File: src/rtl/signal_decay_sweeper_pkg.sv
// Shared constants and types for the environment signal path.
//   X_bits / Y_bits      : grid coordinate widths
//   SIGNAL_bits          : width of one stored pheromone value
//   GRID_X_MAX/Y_MAX     : last column / last row of the 160x120 grid
//   SIGNAL_DECAY_STEP    : amount one sweep removes from every cell
//   decay_state_t        : states of the decay sweeper FSM
package signal_decay_sweeper_pkg;

  localparam int X_bits            = 8;
  localparam int Y_bits            = 7;
  localparam int SIGNAL_bits       = 4;
  localparam int GRID_X_MAX        = 159;
  localparam int GRID_Y_MAX        = 119;
  localparam int SIGNAL_DECAY_STEP = 1;

  typedef enum logic [2:0] {
    IDLE,
    READ,
    WAIT,
    WRITE,
    DONE
  } decay_state_t;

endpackage

File: src/rtl/signal_decay_sweeper_grid_cursor.sv
// Raster-order X/Y cursor over the environment grid.
// Steps column first, wrapping to the next row after X_MAX, and wrapping
// back to (0,0) after the last cell. Usable by any grid walker.
//   clk      : clock
//   reset    : synchronous clear to (0,0)
//   clear    : synchronous clear to (0,0) (start of a new walk)
//   advance  : step to the next cell
//   cx, cy   : current cell
//   last     : current cell is (X_MAX, Y_MAX)
module signal_decay_sweeper_grid_cursor
  import signal_decay_sweeper_pkg::*;
#(
  parameter int X_bits = 8,
  parameter int Y_bits = 7,
  parameter int X_MAX  = 159,
  parameter int Y_MAX  = 119
) (
  input  logic              clk,
  input  logic              reset,
  input  logic              clear,
  input  logic              advance,
  output logic [X_bits-1:0] cx,
  output logic [Y_bits-1:0] cy,
  output logic              last
);

  localparam logic [X_bits-1:0] X_LAST = X_bits'(X_MAX);
  localparam logic [Y_bits-1:0] Y_LAST = Y_bits'(Y_MAX);

  always_ff @(posedge clk) begin
    if (reset || clear) begin
      cx <= '0;
      cy <= '0;
    end else if (advance) begin
      if (cx == X_LAST) begin
        cx <= '0;
        cy <= (cy == Y_LAST) ? '0 : cy + 1'b1;
      end else begin
        cx <= cx + 1'b1;
      end
    end
  end

  assign last = (cx == X_LAST) && (cy == Y_LAST);

endmodule

File: src/rtl/signal_decay_sweeper.sv
// Pheromone evaporation sweeper. On each game tick it walks every grid cell,
// reads the stored signal, and writes back the signal reduced by DECAY_STEP
// (saturating at 0). It shares the environment write port with the ant
// update path and always yields to it.
//   newLocClock    : system clock
//   RESET_SIM      : synchronous active-high reset
//   RUN            : low holds the sweeper idle (overrun is kept)
//   game_tick      : one-cycle sweep request
//   ant_write_busy : ant path owns the write port this cycle
//   ant_wr_x/y     : cell the ant path is writing
//   rd_x/rd_y      : lookup address; rd_signal returns one cycle later
//   wr_x/wr_y      : write address, wr_signal decayed value, wr_en strobe
//   busy           : sweep in progress
//   sweep_done     : one-cycle pulse after the last cell
//   overrun        : sticky, a tick arrived while a sweep was still running
module signal_decay_sweeper #(
  parameter int X_bits      = signal_decay_sweeper_pkg::X_bits,
  parameter int Y_bits      = signal_decay_sweeper_pkg::Y_bits,
  parameter int X_MAX       = signal_decay_sweeper_pkg::GRID_X_MAX,
  parameter int Y_MAX       = signal_decay_sweeper_pkg::GRID_Y_MAX,
  parameter int SIGNAL_bits = signal_decay_sweeper_pkg::SIGNAL_bits,
  parameter int DECAY_STEP  = signal_decay_sweeper_pkg::SIGNAL_DECAY_STEP
) (
  input  logic                   newLocClock,
  input  logic                   RESET_SIM,
  input  logic                   RUN,
  input  logic                   game_tick,
  input  logic                   ant_write_busy,
  input  logic [X_bits-1:0]      ant_wr_x,
  input  logic [Y_bits-1:0]      ant_wr_y,
  output logic [X_bits-1:0]      rd_x,
  output logic [Y_bits-1:0]      rd_y,
  input  logic [SIGNAL_bits-1:0] rd_signal,
  output logic [X_bits-1:0]      wr_x,
  output logic [Y_bits-1:0]      wr_y,
  output logic [SIGNAL_bits-1:0] wr_signal,
  output logic                   wr_en,
  output logic                   busy,
  output logic                   sweep_done,
  output logic                   overrun
);

  import signal_decay_sweeper_pkg::*;

  localparam logic [SIGNAL_bits-1:0] STEP = SIGNAL_bits'(DECAY_STEP);

  decay_state_t           state;
  decay_state_t           state_next;
  logic [X_bits-1:0]      cx;
  logic [Y_bits-1:0]      cy;
  logic                   last_cell;
  logic                   cursor_clear;
  logic                   cursor_advance;
  logic [SIGNAL_bits-1:0] cur;
  logic [SIGNAL_bits-1:0] decayed;
  logic                   dirty;
  logic                   ant_hit;
  logic                   overrun_set;
  logic                   write_now;
  logic                   halt;

  // RUN low acts like reset for everything except the sticky overrun flag.
  assign halt = RESET_SIM || !RUN;

  signal_decay_sweeper_grid_cursor #(
    .X_bits (X_bits),
    .Y_bits (Y_bits),
    .X_MAX  (X_MAX),
    .Y_MAX  (Y_MAX)
  ) u_grid_cursor (
    .clk     (newLocClock),
    .reset   (halt),
    .clear   (cursor_clear),
    .advance (cursor_advance),
    .cx      (cx),
    .cy      (cy),
    .last    (last_cell)
  );

  // An ant write to the cell currently being processed means the ant's fresh
  // value must survive; the sweeper's copy is stale from then on.
  assign ant_hit = ant_write_busy && (ant_wr_x == cx) && (ant_wr_y == cy) &&
                   ((state == READ) || (state == WAIT) || (state == WRITE));

  // The lookup address is simply the cursor, which is stable from READ to WRITE.
  assign rd_x = cx;
  assign rd_y = cy;

  assign wr_en     = write_now;
  assign wr_x      = write_now ? cx : '0;
  assign wr_y      = write_now ? cy : '0;
  assign wr_signal = write_now ? decayed : '0;

  always_comb begin
    state_next     = state;
    cursor_clear   = 1'b0;
    cursor_advance = 1'b0;
    busy           = 1'b0;
    sweep_done     = 1'b0;
    write_now      = 1'b0;
    overrun_set    = game_tick && (state != IDLE);
    case (state)
      IDLE: begin
        if (game_tick && RUN) begin
          state_next   = READ;
          cursor_clear = 1'b1;
        end
      end
      READ: begin
        busy       = 1'b1;
        state_next = WAIT;
      end
      WAIT: begin
        busy       = 1'b1;
        state_next = WRITE;
      end
      WRITE: begin
        busy = 1'b1;
        // Yielding the port to the ant path is a stall: cursor and data hold.
        if (!ant_write_busy) begin
          write_now      = (cur != '0) && !dirty;
          cursor_advance = 1'b1;
          state_next     = last_cell ? DONE : READ;
        end
      end
      DONE: begin
        sweep_done = 1'b1;
        state_next = IDLE;
      end
      default: state_next = IDLE;
    endcase
  end

  always_ff @(posedge newLocClock) begin
    if (halt) begin
      state   <= IDLE;
      cur     <= '0;
      decayed <= '0;
      dirty   <= 1'b0;
    end else begin
      state <= state_next;
      if (state == WAIT) begin
        cur     <= rd_signal;
        decayed <= (rd_signal > STEP) ? rd_signal - STEP : '0;
      end
      // Each cell starts clean when it enters READ.
      if (state_next == READ) begin
        dirty <= 1'b0;
      end else if (ant_hit) begin
        dirty <= 1'b1;
      end
    end
  end

  always_ff @(posedge newLocClock) begin
    if (RESET_SIM) begin
      overrun <= 1'b0;
    end else if (RUN && overrun_set) begin
      overrun <= 1'b1;
    end
  end

endmodule

File: config.mk
export PLATFORM = sky130hd
export DESIGN_NAME = signal_decay_sweeper
export DESIGN_NICKNAME = d
export VERILOG_FILES = /design/src/rtl/signal_decay_sweeper_pkg.sv /design/src/rtl/signal_decay_sweeper_grid_cursor.sv /design/src/rtl/signal_decay_sweeper.sv
export SDC_FILE = /design/constraint.sdc
export NUM_CORES = 1
export LEC_CHECK = 0
export CORE_UTILIZATION = 44
export CTS_CLUSTER_SIZE = 14
export DETAILED_ROUTE_END_ITERATION = 10
export GPL_ROUTABILITY_DRIVEN = 1
export PLACE_DENSITY = 0.77
export SETUP_SLACK_MARGIN = 0.2
export SYNTH_ARGS = -nofsm -noshare
export SYNTH_HDL_FRONTEND = slang
export SYNTH_HIERARCHICAL = 1
export SYNTH_SLANG_ARGS = --single-unit
File: constraint.sdc
create_clock -name newLocClock -period 2.2 [get_ports newLocClock]
set_input_delay 0.44 -clock newLocClock [delete_from_list [all_inputs] [get_ports newLocClock]]
set_output_delay 0.44 -clock newLocClock [all_outputs]
set_load 0.01 [all_outputs]
# Yosys cells after proc, flatten, opt, wreduce, memory -nomap -nowiden
# Cells that the tools add are included.
[classes] add_sub_neg=3 n_lt_le_gt_ge=1 n_eq_ne=9 n_mux=18 reduce_logical=20
[op_table] op="$mux 8" n=2
[op_table] op="$mux 7" n=2
[op_table] op="$pmux 3 s4" n=1
[op_table] op="$mux 3" n=3
[op_table] op="$add 8x1->8 const B" n=1
[op_table] op="$eq 8x8->1" n=1
[op_table] op="$eq 8x8->1 const B" n=1
[op_table] op="$logic_and 1x1->1" n=8
[op_table] op="$mux 1" n=8
[op_table] op="$mux 4" n=2
[op_table] op="$add 7x1->7 const B" n=1
[op_table] op="$eq 7x7->1" n=1
[op_table] op="$eq 7x7->1 const B" n=1
[op_table] op="$eq 3x1->1 const B" n=2
[op_table] op="$eq 3x2->1 const B" n=2
[op_table] op="$gt 4x1->1 const B" n=1
[op_table] op="$logic_or 1x1->1" n=4
[op_table] op="$reduce_bool 4->1" n=1
[op_table] op="$sub 4x1->4 const B" n=1
[op_table] op="$eq 3x3->1 const B" n=1
[op_table] op="$logic_not 3->1" n=1
[op_table] op="$reduce_bool 3->1" n=1
[op_table] op="$reduce_or 3->1" n=1
[op_table] op="$logic_not 1->1" n=2
[op_table] op="other kinds (2)" n=2
[word_totals] reg_bits=28 in_bits=24 output_inout_bits=38 wordCells=58

# Depth between registers and ports, before layout
[depth] word_depth=7 mapped_depth=9 mapped_depth_nobuf=7

# By module
# Netlist, hierarchy kept.
[by_module_without_submodules] mod="signal_decay_sweeper" n_inst=1 cells_each=108 area_per_inst_um2=915.9 seq_area_each_um2=260.2
[by_module_without_submodules] mod="signal_decay_sweeper_grid_cursor" n_inst=1 cells_each=81 area_per_inst_um2=778.2 seq_area_each_um2=300.3

# Worst setup path before layout
# OpenSTA, ideal clock, no wires.
[synth_timing] path_type="register -> register" from="reg u_grid_cursor.cy[0]" to="reg dirty" setup_time_ns=0.058 arrival_time_ns=1.789 required_ns=2.142 setup_slack_ns=0.353 stages_incl_launch_ff=8 n_path_buf=0 period_less_slack_ns=1.847 path_cell_list="dfxtp_1 ha_1 and4_1 nand3b_1 nor4_1 inv_1 a211oi_1 o21a_1"
[synth_via] elab_chain_len=7 elab_cells_between_ends=10 cone_classes="3 x eq/ne; 3 x mux; 4 x reduce/logical"
[synth_lines] element="start: declaration" line="signal_decay_sweeper_grid_cursor.sv:23" source="output logic [Y_bits-1:0] cy,"
[synth_lines] element="start signal: assignment" line="signal_decay_sweeper_grid_cursor.sv:37" source="cy <= (cy == Y_LAST) ? '0 : cy + 1'b1;"
[synth_lines] element="$eq 7x7->1" line="signal_decay_sweeper_grid_cursor.sv:44" source="assign last = (cx == X_LAST) && (cy == Y_LAST);"
[synth_lines] element="$logic_and 1x1->1" line="signal_decay_sweeper_grid_cursor.sv:44"
[synth_lines] element="via last_cell" line="signal_decay_sweeper.sv:51" source="logic last_cell;"
[synth_lines] element="$mux 3" line="signal_decay_sweeper.sv:123" source="state_next = last_cell ? DONE : READ;"
[synth_lines] element="$mux 3" line="signal_decay_sweeper.sv:120" source="if (!ant_write_busy) begin"
[synth_lines] element="$pmux 3 s4" line="signal_decay_sweeper.sv:102" source="case (state)"
[synth_lines] element="$eq 3x1->1" line="signal_decay_sweeper.sv:147" source="if (state_next == READ) begin"
[synth_lines] element="$reduce_or 2->1 (no line)"
[synth_lines] element="end signal: assignment" line="signal_decay_sweeper.sv:139" source="dirty <= 1'b0;"
[synth_lines] element="end signal: assignment" line="signal_decay_sweeper.sv:148" source="dirty <= 1'b0;"
[synth_lines] element="end signal: assignment" line="signal_decay_sweeper.sv:150" source="dirty <= 1'b1;"
[synth_lines] element="end: declaration" line="signal_decay_sweeper.sv:56" source="logic dirty;"
# The timed path passes the listed nets, and every way through them passes these cells.
# A chain may end at the register's enable or synchronous reset.

# Final worst setup path
[layout_timing] from="reg cur[1]" to="out wr_x[5]"
[layout_via] elab_chain_len=5
[layout_lines] element="start: declaration" line="signal_decay_sweeper.sv:54" source="logic [SIGNAL_bits-1:0] cur;"
[layout_lines] element="start signal: assignment" line="signal_decay_sweeper.sv:143" source="cur <= rd_signal;"
[layout_lines] element="$reduce_bool 4->1" line="signal_decay_sweeper.sv:121" source="write_now = (cur != '0) && !dirty;"
[layout_lines] element="$logic_and 1x1->1" line="signal_decay_sweeper.sv:121"
[layout_lines] element="$mux 1" line="signal_decay_sweeper.sv:120"
[layout_lines] element="$mux 1" line="signal_decay_sweeper.sv:102"
[layout_lines] element="$mux 8" line="signal_decay_sweeper.sv:90" source="assign wr_x = write_now ? cx : '0;"
[layout_lines] element="end: declaration" line="signal_decay_sweeper.sv:34" source="output logic [X_bits-1:0] wr_x,"
# Every way passes these cells.

==> results.md <==
* First-pass GRT wire length at 7420 um
* Initial Utilization at 0.459
* Setup TNS at 0 ns
* Clock sinks at 28
* Setup-failing EPs final at 0
* Slowest cell on crit path: dfxtp_2
* Synthesis Warnings at 6
* Post-Synthesis Cells at 189
* Post-Syn Nets at 217
* Area Overhead vs Synth at 63.1%
* Final Cell Area at 2760 um2
* Die Ht at 64.1 um
* Worst-path cell chain: nor4_4, buf_4, nor3_4, buf_6, buf_6, and2_4, buf_6
* Relative slew slack at 0.729
* Drt pass-1 iters at 4
* Fin. Hold Viols at 0
* CTS max path bufs at 2
* GPL Wtd Cong at 0.838
* RSZ-0062 raised after global routing: true
* Number of remaining DRC errors at 0
* Worst Clk Skew at 0.00147 ns
* FF+latch count, synth at 28
* DIE AREA at 4100 um2
* Area contributors post-synth: dfxtp_1 33%, xnor2_1 8.3%, and2_1 6.3%, nor2_1 5.1%, mux2i_1 4.1%
* Row count at 22
* Final wirelength at 4710 um
* Count leader, synth: dfxtp_1
* Leading area contributor after synthesis: dfxtp_1
* Placeable Area at 3690 um2
* Number of global-route vias before repair at 1601
* # hold bufs at CTS at 0
* WP data arrival at 1.67 ns
* Die Wd at 64.1 um
* Top_reg_cell synth: dfxtp_1
* Minimum clock period at 2.11 ns
* Post-DRT Antenna Nets at 0
* Root buf cell: clkbuf_8
* Initial antenna violation count at 0
* Top post-synthesis cells by count: 28 x dfxtp_1, 23 x nor2_1, 17 x and2_1
* Tcrit/Tclk final at 0.959
* Placed Cells at 319
* Num ports at 62
* Grt total ovfl at 0
* Setup crit end kind: output port
* Critical Path Fanout Max at 4
* Number of diodes at 0
* Post-DR wirelength/cell at 14.2 um
* TritonCTS clock tree: done
* Worst-margin pin slew at 0.402 ns
* Sequential share of the synthesized area at 0.331
* CP most frequent cell: buf_6
* Clk_lat worst skew at 0.28 ns
* Startpoint Class: flip-flop
* Layout net count at 313
* Total of max-cap violations at 0
* DR vias/cell at 5.25
* Setup ws final at 0.0908 ns
* Post-synthesis cell area at 1690 um2
* Synth cell types at 46
* Mean Syn Cell Area at 8.96 um2
* Worst min path class: reg2reg
* DP Worst Slack at -0.520 ns
* Non-filler cells in the finished layout at 332
* Vias at 1742
* Layout cell share with drive strength beyond 1 at 0.335
* Detailed placement HPWL at 3320 um
* H-tree Lvls at 1
* Worst path max stage delay at 0.35 ns
* Post-synth ARST share at 0
* Peak supply drop at 338 uV
* Synth top area share at 0.331
* DR iter-0 viols at 89
* Slew Limit Fails at 0
* Status: finished clean
* Tot GR Track Use at 0.232
* Total CTS buffers at 3
* Largest net degree at the start of global routing at 17
* PD cells at 370 nW/um2
* Clock slew at reported path FFs at 0.10 ns
* Fmax at 474 MHz
* CP Class: reg2out
* Placed Area at 2530 um2
* Port Buf Inserts at 61
* EDFF count, synth at 0
* Crit path required time at 1.76 ns
* Leak at 1.14 nW
==> layout by cell type, fill, tap and decap left out, drive strengths merged, types with 2 or more instances in the layout <==
cell type	n
xor2	6
a211oi	2
xnor2	16
nand4	5
o22a	3
mux2i	7
inv	8
nor4	7
a311oi	2
dlymetal6s2s	2
a21oi	5
or3	2
nand4b	2
and2	17
nand3	6
clkdlybuf4s50	38
dfxtp	28
a41oi	2
nand2b	3
nand3b	4
nor3	9
nor2	24
ha	4
nand2	6
buf	56
clkbuf	4
mux2	2
==> state kept, by name, indices dropped and copies added, names as in the netlist <==
name,cells
u_grid_cursor/cy,7
u_grid_cursor/cx,8
overrun,1
dirty,1
state,3
decayed,4
cur,4
==> layer usage <==
layer  vias up  routed length (um)  track usage
met1       818                1970        0.291
met5         -                   0            0
met4         0                  63       0.0682
li1        857                   -            -
met3         8                 238       0.0464
met2        59                2440        0.399
==> worst max-delay path, delay by kind of cell, from the launching register on <==
family	cells	cell delay [ns]
buffers and inverters	4	0.55
AND/OR/NAND/NOR	3	0.50
flip-flops	1	0.35
==> final timing paths <==
| path | from | end | slack (ns) | cells past startpoint |
|---|---|---|---|---|
| worst min-delay path | overrun | overrun | 0.50 | 2 |
| worst max-delay path | cur[1] | wr_x[5] | 0.09 | 7 |
| worst max register to register | u_grid_cursor/cy[0] | dirty | 0.31 | 8 |
| worst min register to register | overrun | overrun | 0.50 | 2 |
==> stage by stage <==
stage          power [mW]   util  hold WS, ns
4_1_cts              1.03  0.719        0.497
3_3_place_gp        0.623  0.686        0.456
6_report             1.02  0.749        0.498
3_5_place_dp        0.624  0.686        0.473
5_1_grt              1.06  0.749        0.511
2_1_floorplan       0.561      -        0.467
==> layout make-up <==
type	instances	area [um2]
Fill cell	268	926
Clock inverter	1	30.0
Clock buffer	3	41.3
Sequential cell	28	566
Tap cell	48	60.1
Inverter	8	32.5
Timing Repair Buffer	98	903
Multi-Input combinational cell	146	1130
==> logic make-up after synthesis <==
group / count (synthesis) / synth area share
xor gates and xnor gates: 22 / 0.114
adders and majority gates: 4 / 0.0295
DFF: 28 / 0.331
AOI/OAI and AO/OA: 21 / 0.0916
muxes: 9 / 0.0547
and+or+nand+nor: 90 / 0.335
buffers and inverters: 15 / 0.0450
==> where the power goes <==
part	switching (mW)	internal, mW	leakage (nW)	total [mW]
logic	0.0409	0.0628	0.880	0.104
registers	0.00140	0.508	0.228	0.510
clock network	0.166	0.244	0.0357	0.410
total	0.208	0.815	1.14	1.02
==> repair_timing <==
item,CTS,global route
gates resized for setup,102,27
pin swaps,10,5
endpoints found under the setup margin,27,30
setup buffers,7,2
Power figures use the tool's default switching activity.
